===== config.mk =====
export PLATFORM = sky130hd
export DESIGN_NAME = mem_load_scan
export DESIGN_NICKNAME = d
export VERILOG_FILES = /design/src/rtl/mem_load_scan_pkg.sv /design/src/rtl/mem_load_scan_ram.sv /design/src/rtl/mem_load_scan.sv
export SDC_FILE = /design/constraint.sdc
export NUM_CORES = 1
export LEC_CHECK = 0
export ABC_AREA = 0
export BUFFER_PORTS_ARGS = -buffer_cell sky130_fd_sc_hd__buf_2
export CORE_MARGIN = 3
export CORE_UTILIZATION = 40
export DETAILED_ROUTE_END_ITERATION = 8
export GPL_TIMING_DRIVEN = 0
export SLEW_MARGIN = 15
export SYNTH_ARGS = -nofsm -noshare
export SYNTH_HDL_FRONTEND = slang
export SYNTH_HIERARCHICAL = 1
export SYNTH_SLANG_ARGS = --single-unit

===== constraint.sdc =====
create_clock -name clk -period 1.9 [get_ports clk]
set_input_delay 0.095 -clock clk [delete_from_list [all_inputs] [get_ports clk]]
set_output_delay 0.095 -clock clk [all_outputs]
set_load 0.02 [all_outputs]

===== src/rtl/mem_load_scan_pkg.sv =====
// Shared state encodings and default sizing for the memory loader/scanner.
package mem_load_scan_pkg;

    typedef enum logic [1:0] {
        MS_IDLE = 2'd0,
        MS_LOAD = 2'd1,
        MS_SCAN = 2'd2
    } ms_state_e;

    localparam int DEF_WIDTH    = 8;
    localparam int DEF_ADDR_W   = 2;
    localparam int DEF_AUTO_DIV = 50_000_000;

endpackage


===== src/rtl/mem_load_scan_ram.sv =====
// ram_sp_sync: single-port RAM, synchronous write, registered read with read enable.
module ram_sp_sync #(
    parameter int WIDTH  = 8,
    parameter int ADDR_W = 2
) (
    input  logic              clk,
    input  logic              rst,
    input  logic              we,
    input  logic              re,
    input  logic [ADDR_W-1:0] addr,
    input  logic [WIDTH-1:0]  wdata,
    output logic [WIDTH-1:0]  rdata
);

    localparam int DEPTH = 2 ** ADDR_W;

    logic [WIDTH-1:0] mem_q [DEPTH];
    logic [WIDTH-1:0] rdata_q;

    // Array write; contents deliberately survive reset.
    always_ff @(posedge clk) begin
        if (we) begin
            mem_q[addr] <= wdata;
        end
    end

    // Registered read port, held while reads are disabled.
    always_ff @(posedge clk or posedge rst) begin
        if (rst) begin
            rdata_q <= {WIDTH{1'b0}};
        end else if (re) begin
            rdata_q <= mem_q[addr];
        end else begin
            rdata_q <= rdata_q;
        end
    end

    assign rdata = rdata_q;

endmodule


===== src/rtl/mem_load_scan.sv =====
// Loads DEPTH words over valid/ready, then scans them in address order on step pulses.
// Optional MEM_SCAN_AUTO_EN adds a free-running scan prescaler of AUTO_DIV cycles.
module mem_load_scan
    import mem_load_scan_pkg::*;
#(
    parameter int WIDTH    = DEF_WIDTH,
    parameter int ADDR_W   = DEF_ADDR_W,
    parameter int AUTO_DIV = DEF_AUTO_DIV
) (
    input  logic              clk,
    input  logic              rst,
    input  logic              start,
    input  logic              wr_valid,
    input  logic [WIDTH-1:0]  wr_data,
    output logic              wr_ready,
    input  logic              step,
    output logic [ADDR_W-1:0] rd_addr,
    output logic [WIDTH-1:0]  rd_data,
    output logic              rd_valid,
    output logic              busy,
    output logic              load_done
);

    localparam logic [ADDR_W-1:0] LAST_ADDR = {ADDR_W{1'b1}};

    ms_state_e         state_q;
    logic [ADDR_W-1:0] waddr_q;
    logic [ADDR_W-1:0] rd_addr_q;
    logic              rd_valid_q;
    logic              load_done_q;
    logic              adv_s;
    logic              ram_we_s;
    logic              ram_re_s;
    logic [ADDR_W-1:0] ram_addr_s;

`ifdef MEM_SCAN_AUTO_EN
    localparam int CNT_W = (AUTO_DIV > 1) ? $clog2(AUTO_DIV) : 1;
    localparam logic [CNT_W-1:0] CNT_LAST = CNT_W'(AUTO_DIV - 1);

    logic [CNT_W-1:0] pre_q;
    logic [CNT_W-1:0] pre_d;
    logic             auto_tick_s;

    // Prescaler runs only in SCAN; an external step restarts the interval.
    always_comb begin
        pre_d       = pre_q;
        auto_tick_s = 1'b0;
        if ((state_q != MS_SCAN) || step || start) begin
            pre_d = {CNT_W{1'b0}};
        end else if (pre_q == CNT_LAST) begin
            pre_d       = {CNT_W{1'b0}};
            auto_tick_s = 1'b1;
        end else begin
            pre_d = pre_q + 1'b1;
        end
    end

    // Prescaler register.
    always_ff @(posedge clk or posedge rst) begin
        if (rst) begin
            pre_q <= {CNT_W{1'b0}};
        end else begin
            pre_q <= pre_d;
        end
    end

    assign adv_s = step | auto_tick_s;
`else
    assign adv_s = step;
`endif

    // Main FSM with write address, scan address and status flags.
    always_ff @(posedge clk or posedge rst) begin
        if (rst) begin
            state_q     <= MS_IDLE;
            waddr_q     <= {ADDR_W{1'b0}};
            rd_addr_q   <= {ADDR_W{1'b0}};
            rd_valid_q  <= 1'b0;
            load_done_q <= 1'b0;
        end else begin
            load_done_q <= 1'b0;
            case (state_q)
                MS_IDLE: begin
                    if (start) begin
                        state_q <= MS_LOAD;
                        waddr_q <= {ADDR_W{1'b0}};
                    end
                end
                MS_LOAD: begin
                    if (wr_valid) begin
                        waddr_q <= waddr_q + 1'b1;
                        if (waddr_q == LAST_ADDR) begin
                            state_q     <= MS_SCAN;
                            rd_addr_q   <= {ADDR_W{1'b0}};
                            rd_valid_q  <= 1'b0;
                            load_done_q <= 1'b1;
                        end
                    end
                end
                MS_SCAN: begin
                    // start beats step: reload without advancing the scan address
                    if (start) begin
                        state_q    <= MS_LOAD;
                        waddr_q    <= {ADDR_W{1'b0}};
                        rd_valid_q <= 1'b0;
                    end else if (adv_s) begin
                        rd_addr_q  <= rd_addr_q + 1'b1;
                        rd_valid_q <= 1'b0;
                    end else begin
                        rd_valid_q <= 1'b1;
                    end
                end
                default: begin
                    state_q    <= MS_IDLE;
                    rd_valid_q <= 1'b0;
                end
            endcase
        end
    end

    assign ram_we_s   = (state_q == MS_LOAD) && wr_valid;
    assign ram_re_s   = (state_q == MS_SCAN);
    assign ram_addr_s = (state_q == MS_LOAD) ? waddr_q : rd_addr_q;

    ram_sp_sync #(
        .WIDTH  (WIDTH),
        .ADDR_W (ADDR_W)
    ) u_ram (
        .clk   (clk),
        .rst   (rst),
        .we    (ram_we_s),
        .re    (ram_re_s),
        .addr  (ram_addr_s),
        .wdata (wr_data),
        .rdata (rd_data)
    );

    assign wr_ready  = (state_q == MS_LOAD);
    assign busy      = (state_q == MS_LOAD);
    assign rd_addr   = rd_addr_q;
    assign rd_valid  = rd_valid_q;
    assign load_done = load_done_q;

endmodule


After elaboration in Yosys (flattened, before gate mapping)
Memories as Yosys holds them, arrays and structs flattened. A register that Yosys moved wholly into a read port is not among the register bits.
Index checks and enable logic that the tools add are counted.

word-level totals
  bits in registers = 8
  word-level logic and storage cells = 49
  bits of input ports = 13
  bits in writable memories = 32
  memories kept = 1

memories
  memory       depth  width  read ports  clocked after Yosys merged registers in  write ports  RTL line                 text
  u_ram.mem_q  4      8      1           1                                        1            mem_load_scan_ram.sv:17  logic [WIDTH-1:0] mem_q [DEPTH];

cells by class
  bitwise operators = 1
  $add $sub $neg = 2
  mux-type cells = 23
  reduce and logical (&&, ||, !) cells = 9
  eq/ne operators = 8

operators with widths
  cell                   number
  $mux W2                10
  $pmux W2 S2            3
  $mux W1                9
  $reduce_and A3 Y1      3
  $ne A2 B2 Y1 const B   3
  $reduce_and A5 Y1      1
  $add A2 B1 Y2 const B  2
  $eq A2 B2 Y1 const B   2
  $ne A2 B1 Y1 const B   2
  $reduce_bool A2 Y1     2
  $pmux W1 S3            1
  $eq A2 B1 Y1 const B   1
  $logic_not A2 Y1       1
  $reduce_or A2 Y1       1
  $logic_and A1 B1 Y1    1
  $not A1 Y1             1

Logic depth before layout (Yosys ltp)
Gate-level depths: netlist of the first run.

  word-level depth = 4
  depth in mapped cells = 6
  gate-level depth less buffers = 5

Cells and area by module
The synthesis of the first run kept the hierarchy.

by module, submodules not included
  module         sequential area each (µm²)  instances  cells each  area each (µm²)
  ram_sp_sync    1,161.1                     1          83          1,508.9
  mem_load_scan  200.2                       1          40          411.6

Worst setup path before layout of the first run
OpenSTA, ideal clock, no wires.

  path kind = reg2reg
  start = register state_q[1]
  end = memory u_ram.mem_q[0][0] (enable)
  cell stages (with the launch flop) = 4
  arrival time = 1.778 ns
  period minus slack after synthesis = 2.163 ns
  setup time = 0.385 ns
  setup slack = -0.263 ns
  path through = dfrtp_1 -> nor2b_4 -> mux2_1 -> nor3b_1

between the ends
  elaborated cells between the ends (all ways) = 5

RTL lines
  item                    RTL line                 text
  from (decl)             mem_load_scan.sv:26      ms_state_e state_q;
  from (signal assigned)  mem_load_scan.sv:75      state_q <= MS_IDLE;
  from (signal assigned)  mem_load_scan.sv:85      state_q <= MS_LOAD;
  from (signal assigned)  mem_load_scan.sv:93      state_q <= MS_SCAN;
  $eq A2 B1 Y1            n/a
  via busy                mem_load_scan.sv:20      output logic busy,
  $mux W2                 mem_load_scan.sv:123     assign ram_addr_s = (state_q == MS_LOAD) ? waddr_q : rd_addr_q;
  via ram_addr_s[1]       mem_load_scan.sv:34      logic [ADDR_W-1:0] ram_addr_s;
  to (decl)               mem_load_scan_ram.sv:17

The timed path passes the listed nets, and every way through them passes these cells.

Worst setup path after layout of the first run
  start = register state_q[0]
  end = memory u_ram.mem_q[1][5] (enable)

between the ends
  elaborated cells between the ends (all ways) = 5

RTL lines
  item               RTL line
  $eq A2 B1 Y1       mem_load_scan.sv:123
  $mux W2            mem_load_scan.sv:123
  via ram_addr_s[1]  mem_load_scan.sv:34

The timed path passes the listed nets, and every way through them passes these cells.

==> impl_metrics.yaml, run 1 <==
critical_path:
  critPathLaunchType: "flip-flop"
  cp.required_ps: 1890
  critical_path.max_fanout: 8
  worst_setup_path_end_kind: "flip-flop"
  arrival_ps: 1800
  crit_type: "reg2reg"
run:
  cap_violations: 0
clock_network:
  cts_buffer_depth: 2
  h-tree-depth: 2
  insertion_delay_ps: 300
  cts.clk_slew.worst_paths_ps: 90
  numCtsBuffers: 5
  cts_tree: "built"
  root_buffer: "clkbuf_8"
  cts_sinks: 48
drt:
  drt-initial-drc-count: 37
  wl_per_cell_um: 16.0
  met2WireLength_um: 1710
  viasPerCell: 5.13
  top_layer: "met4"
  via_count: 1118
  firstDrtPassIters: 4
  drtAntennaViolNets: 0
  wl_met3_um: 147
  wl_met1_um: 1600
  drc: 0
  drt_wl_total_um: 3490
synthesis:
  synthTopCellsByCount: "edfxtp_1, dfrtp_1, mux2i_1, nand2b_1"
  syn_area_um2: 1920
  async_flop_share_pct: 33.3
  synth.most_common_cell: "edfxtp_1"
  synth_seq_cells: 48
  yosys.area.top_type_share_pct: 50.0
  synth_edf_count: 32
  ys.flop_type: "edfxtp_1"
  synthCells: 123
  synth_cell_types: 26
  postSynthNetCount: 137
  synth_largest_area_cell: "edfxtp_1"
  ys_top_cells_by_area: "edfxtp_1, dfrtp_1, mux2i_1"
  avgSynthCellArea_um2: 15.6
  yosysWarnings: 6
  yosysSeqAreaShare_pct: 70.9
grt:
  antenna_found_initial: 0
  grt_pass1_wl_um: 5430
  grt_pass1_vias: 1120
  grtUsageTotal_pct: 13.6
  grt_max_degree: 16
  grt-ovfl-total: 0
die:
  die_h_um: 75.3
  io_pins: 27
  coreArea_um2: 4500
  die_area_um2: 5670
  die_x_um: 75.3
  initial_core_util_pct: 42.6
  std_cell_rows: 24
sta:
  whs_ps: 13.3
  hold_viol: 0
  worstMarginPinSlew_ps: 351
  clock_skew_ps: 4.08
  setup_violations: 0
  rsz0062_at_grt: "no"
  tns_ps: 0
  max_slew_margin_pct: 76.6
  slew_viol_final: 0
  fin_crit_sh_pct: 95.5
  period_needed_ps: 1810
  fmax_mhz: 551
  finalWorstSetupSlack_ps: 85.1
power:
  finalPower_mw: 3.47
  p_leak_nw: 0.968
  vdd_drop_max_v: 0.000629
  powerDensity_nw_per_um2: 1460
placement:
  place_area_um2: 2120
  routabilityCongestion: 0.734
  dp_slack_ps: -262
  dp.cells: 201
  numPortBuffers: 26
  dpl.hpwl_um: 2260
finish:
  syn_to_final_growth_pct: 23.7
  final_nets: 179
  fin_area_um2: 2380
  finalNonFillerCells: 218
  drive_gt1_share_pct: 29.5
  final_util_pct: 52.8
  diodes: 0
hold_path:
  hp-class: "in2reg"
outcome:
  status: "finished clean"
sequential cells by signal, summed over array words and instances (netlist names):
signal,cells
rd_addr,2
u_ram/rdata,8
state_q,2
rd_valid,1
load_done,1
waddr_q,2
u_ram/mem_q,32
worst paths after layout:
check / start / to / slack [ps] / cells past startpoint
max: state_q[0] / u_ram/mem_q[1][5] / 90 / 3
max in group asynchronous: rst / u_ram/rdata[6] / 1340 / 3
max reg2reg: state_q[0] / u_ram/mem_q[1][5] / 90 / 3
min reg2reg: rd_addr[0] / rd_addr[0] / 500 / 1
min in group asynchronous: rst / load_done / 290 / 3
min: wr_data[0] / u_ram/mem_q[1][0] / 10 / 1
layout by cell type (no fill, tap or decap), types with 2 or more instances in the layout:
| master | count |
|---|---|
| mux2i_1 | 16 |
| nand3_1 | 4 |
| o21ai_1 | 3 |
| dlygate4sd3_1 | 7 |
| buf_2 | 27 |
| nand2_1 | 8 |
| inv_1 | 6 |
| buf_12 | 2 |
| dfrtp_1 | 16 |
| o221ai_1 | 8 |
| clkbuf_8 | 6 |
| nand2b_1 | 11 |
| buf_6 | 2 |
| nand3b_1 | 2 |
| edfxtp_1 | 32 |
power by group:
part,total [mW],switching [mW],internal [mW]
logic,1.21,0.672,0.541
registers,1.50,0.119,1.38
clock network,0.758,0.328,0.430
total,3.47,1.12,2.35
critical path: stages, from the launching register on:
cell,delay [ps]
dfrtp_1,430
nor2b_4,240
mux2_2,420
and3b_2,410
layout make-up:
class | count | area [µm²]
multi-input cells | 65 | 531
fillers | 376 | 2130
inverters | 6 | 22.5
flip-flops and latches | 48 | 1360
repair buffers | 35 | 240
clock buffers | 6 | 82.6
clock inverters | 2 | 38.8
plain buffers | 4 | 35.0
well taps | 52 | 65.1
kinds of logic (layout without fill, tap and decap cells):
group / Yosys count / count (layout) / share of synthesized area (%)
fa+ha+maj: 1 / 1 / 0.651
simple gates: 32 / 32 / 10.4
buf+inv: 10 / 53 / 2.80
flops: 48 / 48 / 70.9
mux: 17 / 17 / 8.92
compound gates: 15 / 15 / 6.38
per-layer routing:
| layer | vias up | GRT usage (%) |
|---|---|---|
| met2 | 26 | 21.6 |
| met1 | 547 | 17.6 |
| met5 | - | 0 |
| met3 | 4 | 4.22 |
| li1 | 541 | - |
| met4 | 0 | 5.24 |
repair_timing:
action	CTS	global route
setup endpoints to repair	32	24
pin swaps	1	1
resized for setup	4	4
hold buffers	7	0
hold endpoints to repair	35	0
buffers inserted	1	1
Power figures use the tool's default switching activity.
==> run 2, diff against run 1 <==
--- a/config.mk
+++ b/config.mk
@@ -5,12 +5,12 @@
 export SDC_FILE = /design/constraint.sdc
 export NUM_CORES = 1
 export LEC_CHECK = 0
-export ABC_AREA = 0
+export ABC_AREA = 1
+export ABC_CLOCK_PERIOD_IN_PS = 1900
 export BUFFER_PORTS_ARGS = -buffer_cell sky130_fd_sc_hd__buf_2
 export CORE_MARGIN = 3
 export CORE_UTILIZATION = 40
 export DETAILED_ROUTE_END_ITERATION = 8
-export GPL_TIMING_DRIVEN = 0
 export SLEW_MARGIN = 15
 export SYNTH_ARGS = -nofsm -noshare
 export SYNTH_HDL_FRONTEND = slang
==> run 2 against run 1 <==
Against the previous run:
- clock power shrank 24%
- combinational power rose by 12%
- setup slack better by 74 ps
- hold slack got worse by 5.3 ps
- core utilization decreased by 2.4 points
- cell area rose by 4.1%
- largest cell class unchanged
==> impl_metrics.yaml, run 2 <==
die:
  coreArea_um2: 4910
  die_h_um: 78.5
  initial_core_util_pct: 42.8
  io_pins: 27
  std_cell_rows: 25
  die_area_um2: 6160
  die_x_um: 78.5
synthesis:
  synthCells: 208
  synth_cell_types: 20
  avgSynthCellArea_um2: 10.1
  synth_compound_area_share_pct: 2.03
  synth_edf_count: 32
  yosysSeqAreaShare_pct: 64.8
  synth_mux_area_share_pct: 0
  synthTopCellsByCount: "nand2_1, edfxtp_1, dfrtp_1, inv_1, nand3_1"
  yosys.area.top_type_share_pct: 45.7
  synth_largest_area_cell: "edfxtp_1"
  synth_xor_area_share_pct: 0
  synth.most_common_cell: "nand2_1"
  async_flop_share_pct: 33.3
  syn_area_um2: 2100
  yosysWarnings: 6
  synth_fa_ha_area_share_pct: 0.596
  synth-simple-area-share_pct: 24.8
  synth_top_family_by_area: "simple AND/OR/NAND/NOR gates"
  postSynthNetCount: 222
  ys.flop_type: "edfxtp_1"
  synth_seq_cells: 48
  ys_top_cells_by_area: "edfxtp_1, dfrtp_1, nand2_1"
finish:
  final_nets: 261
  fin_area_um2: 2470
  drive_gt1_share_pct: 24.2
  final_util_pct: 50.4
  max_flop_register: "u_ram/mem_q"
  layout_common_cells: "nand2_1, edfxtp_1, buf_2"
  syn_to_final_growth_pct: 17.7
  final_common_cell: "nand2_1"
  largest_reg_flops: 32
  diodes: 0
  multi_input_area_um2: 614
  final-seq-area_um2: 1360
  nFillCells: 459
sta:
  clock_skew_ps: 7.50
  worstMarginPinSlew_ps: 314
  tns_ps: 0
  period_needed_ps: 1740
  fin_crit_sh_pct: 91.6
  fmax_mhz: 575
  setup_violations: 0
  hold_viol: 0
  slew_viol_final: 0
  rsz0062_at_grt: "no"
  max_slew_margin_pct: 79.1
clock_network:
  cts.clk_slew.worst_paths_ps: 80
  h-tree-depth: 2
  cts_sinks: 48
  insertion_delay_ps: 290
  cts_buffer_depth: 2
  numCtsBuffers: 5
  root_buffer: "clkbuf_8"
  cts_tree: "built"
hold_path:
  min_from: "step"
  whs_path_depth: 2
  hp-class: "in2reg"
  whs_endpoint: "rd_valid"
placement:
  numPortBuffers: 26
  place_area_um2: 2340
  dpl.hpwl_um: 2770
  routabilityCongestion: 0.795
grt:
  antenna_found_initial: 0
  grt_max_degree: 20
  grt-ovfl-total: 0
  grt_pass1_vias: 1349
  grtUsageMet1_pct: 19.4
  grt_busiest_layer: "met2"
  grt_pass1_wl_um: 6490
  met3_usage_pct: 3.56
  gr-usage-met2_pct: 20.4
  grtUsageTotal_pct: 13.7
power:
  p_leak_nw: 1.17
  vdd_drop_max_v: 0.000585
  powerDensity_nw_per_um2: 1360
critical_path:
  r2r_start: "state_q[1]"
  r2r_slack_ps: 160
  r2r_cells: 7
  arrival_ps: 1760
  critPathLaunchType: "flip-flop"
  critical_path.max_fanout: 19
  worst_setup_path_end_kind: "flip-flop"
  cp.required_ps: 1920
  timing.rr.end: "u_ram/mem_q[1][6]"
  crit_type: "reg2reg"
drt:
  wl_per_cell_um: 12.2
  via_count: 1447
  drt_wl_total_um: 3830
  drt-initial-drc-count: 101
  drtAntennaViolNets: 0
  firstDrtPassIters: 4
  viasPerCell: 4.59
  drc: 0
run:
  cap_violations: 0
outcome:
  status: "finished clean"
## run 2: cell count changes in the layout (fill, tap and decap cells not counted), sizes merged, moves of 8 or more
cell	before	now
o221ai	8	0
mux2i	16	0
nand2b	11	0
inv	6	19
nand2	8	104
## run 2: cell type report
type,count,area share [%]
inverters,18,3.03
flip-flops and latches,48,55.0
well taps,67,3.39
clock inverters,2,0.455
clock buffers,6,2.93
repair buffers,39,10.3
multi-input cells,135,24.8
## run 2: worst max-delay path: stages (launching register included)
cell     delay [ps]
dfrtp_1         380
inv_1            70
nand2_1         100
o21ai_1         230
buf_12          200
inv_8            90
nor3_4          230
buf_12          150
## run 2: worst max-delay path by stage
stage                                    to  startpoint  cells past startpoint  slack [ps]
after CTS                 u_ram/mem_q[2][7]  state_q[1]                      5          70
final                     u_ram/mem_q[1][6]  state_q[1]                      7         160
after floorplan           u_ram/mem_q[0][0]  state_q[1]                      7          30
after global placement    u_ram/mem_q[1][7]  state_q[1]                      6         130
after detailed placement  u_ram/mem_q[2][3]  state_q[1]                      5          90
after global routing      u_ram/mem_q[3][0]  state_q[1]                      7          40
## run 2: what timing repair did
| item | 4_1_cts | 5_1_grt |
|---|---|---|
| resized for setup | 0 | 0 |
| hold buffers | 1 | 0 |
| endpoints found under the setup margin | 0 | 16 |
| buffers inserted | 0 | 3 |
| endpoints found under the hold margin | 16 | 0 |
## run 2: power breakdown
part	internal (mW)	switching, mW
Clock	0.258	0.316
Sequential	1.35	0.0797
Combinational	0.465	0.883
Total	2.07	1.28
## run 2: metrics by stage
stage / power (mW) / setup WS (ps) / std cells / hold WS (ps)
4_1_cts: 3.35 / 73.5 / 312 / 1.09
3_5_place_dp: 2.77 / 90.4 / 303 / 60.7
5_1_grt: 3.62 / 41.3 / 315 / 7.85
6_report: 3.35 / 160 / 315 / 8.00
2_1_floorplan: 2.47 / 30.2 / 208 / -89.3
3_3_place_gp: 2.76 / 127 / 303 / 59.9
## run 2: cell families after synthesis
family,count (synthesis)
flops,48
fa+ha+maj,1
compound gates,8
buf+inv,25
simple gates,126
## run 2: metal layers
layer  routed length [µm]  vias up
met1                 1840      664
met4                   29        0
met3                  216        2
met2                 1750       40
li1                     -      741
met5                    0        -
==> run 3, diff against run 2 <==
--- a/config.mk
+++ b/config.mk
@@ -14,5 +14,4 @@
 export SLEW_MARGIN = 15
 export SYNTH_ARGS = -nofsm -noshare
 export SYNTH_HDL_FRONTEND = slang
-export SYNTH_HIERARCHICAL = 1
 export SYNTH_SLANG_ARGS = --single-unit
==> run 3 against run 2 <==
Against the previous run:
- sequential power up 8%
- maximum frequency up 5.8%
- power up 15%
- routed wire length up 7.9%
- first-iteration DRC count down 15%
- cell count down 4.1%
- area after synthesis up 0.24%
- clock-buffer cell count unchanged
- combinational power up 17%
- critical path type unchanged
- largest cell class unchanged
- largest power group is now combinational cells
==> impl_metrics.yaml, run 3 <==
outcome:
  status: "finished clean"
critical_path:
  critPathLaunchType: "flip-flop"
  cp.required_ps: 1910
  setup.worst_path.start: "state_q[0]"
  arrival_ps: 1660
  cpLargestDelayFamily: "flip-flops"
  crit_type: "reg2reg"
  r2r_slack_ps: 250
  cpMaxStageDelayCell: "dfrtp_1"
  cpPeakStageDelay_ps: 520
  worst_setup_path_end_kind: "flip-flop"
  critical_path.max_fanout: 8
  cp_cell_sequence: "nand2_4 > inv_2 > nand2_1 > nor3_1 > buf_4"
  r2r_start: "state_q[0]"
  critical_path_buf_inv_count: 2
clock_network:
  ctsResizeCount: 0
  numCtsBuffers: 5
  h-tree-depth: 2
  insertion_delay_ps: 300
  cts_sinks: 48
  cts_buffer_depth: 2
  root_buffer: "clkbuf_8"
  cts.clk_slew.worst_paths_ps: 90
  post_cts_buffers: 0
  cts_tree: "built"
  hold_buffers: 2
synthesis:
  synth_seq_cells: 48
  synth_edf_count: 32
  yosys.area.top_type_share_pct: 45.6
  synthTopCellsByCount: "nand2_1, nand3_1, edfxtp_1, dfrtp_1, inv_1"
  async_flop_share_pct: 33.3
  synth_largest_area_cell: "edfxtp_1"
  avgSynthCellArea_um2: 10.5
  syn_area_um2: 2110
  yosysWarnings: 0
  ys_top_cells_by_area: "edfxtp_1, dfrtp_1, nand2_1"
  yosysSeqAreaShare_pct: 64.6
  postSynthNetCount: 214
  synth_cell_types: 21
  ys.flop_type: "edfxtp_1"
  synthCells: 200
  synth.most_common_cell: "nand2_1"
finish:
  layout_common_cells: "nand2_1, nand3_1, edfxtp_1"
  multi_input_area_um2: 623
  final_nets: 248
  largest_reg_flops: 32
  final_util_pct: 49.4
  nFillCells: 471
  diodes: 0
  max_flop_register: "u_ram.mem_q"
  final-seq-area_um2: 1360
  final_common_cell: "nand2_1"
  syn_to_final_growth_pct: 15.3
  finalNonFillerCells: 302
  drive_gt1_share_pct: 23.4
grt:
  grt_pass1_wl_um: 6890
  grt_max_degree: 18
  antenna_found_initial: 0
  grt-ovfl-total: 0
  grt_pass1_vias: 1385
  grtUsageTotal_pct: 14.6
hold_path:
  hp-class: "in2reg"
  min_from: "wr_data[0]"
power:
  vdd_drop_max_v: 0.000653
  finalPower_mw: 3.84
  p_leak_nw: 1.13
  powerDensity_nw_per_um2: 1580
sta:
  whs_ps: 36.3
  hold_viol: 0
  rsz0062_at_grt: "no"
  slew_viol_final: 0
  clock_skew_ps: 7.80
  worstMarginPinSlew_ps: 592
  fmax_mhz: 608
  fin_crit_sh_pct: 86.6
  period_needed_ps: 1650
  max_slew_margin_pct: 60.5
  setup_violations: 0
  finalWorstSetupSlack_ps: 254
drt:
  firstDrtPassIters: 4
  viasPerCell: 4.83
  top_layer: "met4"
  via_count: 1460
  wl_met3_um: 209
  drt-initial-drc-count: 86
  wl_per_cell_um: 13.7
  drtAntennaViolNets: 0
  drt_wl_total_um: 4130
  drc: 0
  wl_met1_um: 2020
  met2WireLength_um: 1830
die:
  coreArea_um2: 4910
  die_x_um: 78.6
  initial_core_util_pct: 42.9
  die_h_um: 78.6
  std_cell_rows: 25
  io_pins: 27
  die_area_um2: 6170
placement:
  routabilityCongestion: 0.789
  dp_slack_ps: 263
  numPortBuffers: 26
  dp.cells: 292
  dpl.hpwl_um: 3080
run:
  cap_violations: 0
==> run 3: cell types whose count changed in the layout (fill, tap and decap cells not counted), moves of 4 or more <==
cell | previous run | this run
nand3_1 | 10 | 37
nor3_1 | 0 | 4
nor2_1 | 5 | 0
nand2_2 | 7 | 1
inv_2 | 1 | 6
inv_1 | 16 | 7
nand2_1 | 97 | 72
==> run 3: layout make-up <==
class	instances	share of cell area [%]
flip-flops and latches	48	56.1
multi-input cells	131	25.7
repair buffers	35	8.35
well taps	67	3.45
clock buffers	6	2.99
inverters	13	2.01
clock inverters	2	1.44
==> run 3: final timing paths <==
path,to,cells past startpoint
worst min-delay path,u_ram.mem_q[2][0],1
worst min register to register,u_ram.rdata[7],2
worst max register to register,u_ram.mem_q[0][2],5
worst max-delay path,u_ram.mem_q[0][2],5
max in group asynchronous,waddr_q[1],3
min in group asynchronous,rd_addr[1],3
==> run 3: layer usage <==
metal,track usage (%),up-vias
li1,-,742
met1,20.8,659
met2,21.6,54
met3,2.75,5
met4,6.82,0
met5,0,-
==> run 3: cells by family after synthesis <==
family          share of synthesized area, %
fa+ha+maj                              0.594
flops                                   64.6
simple gates                            26.4
compound gates                          2.61
buf+inv                                 5.76
==> run 3: through the flow <==
step / instance area, µm² / TNS (ps)
after floorplan: 2110 / -1170
final: 2430 / 0
after detailed placement: 2300 / 0
after CTS: 2430 / 0
after global placement: 2300 / 0
after global routing: 2430 / 0
==> run 3: report_power, final <==
part           switching [mW]  total (mW)  internal, mW  leakage, nW
logic                    1.04        1.58         0.534        0.578
clock network           0.323       0.713         0.390       0.0552
registers               0.146        1.55          1.41        0.501
total                    1.51        3.84          2.33         1.13
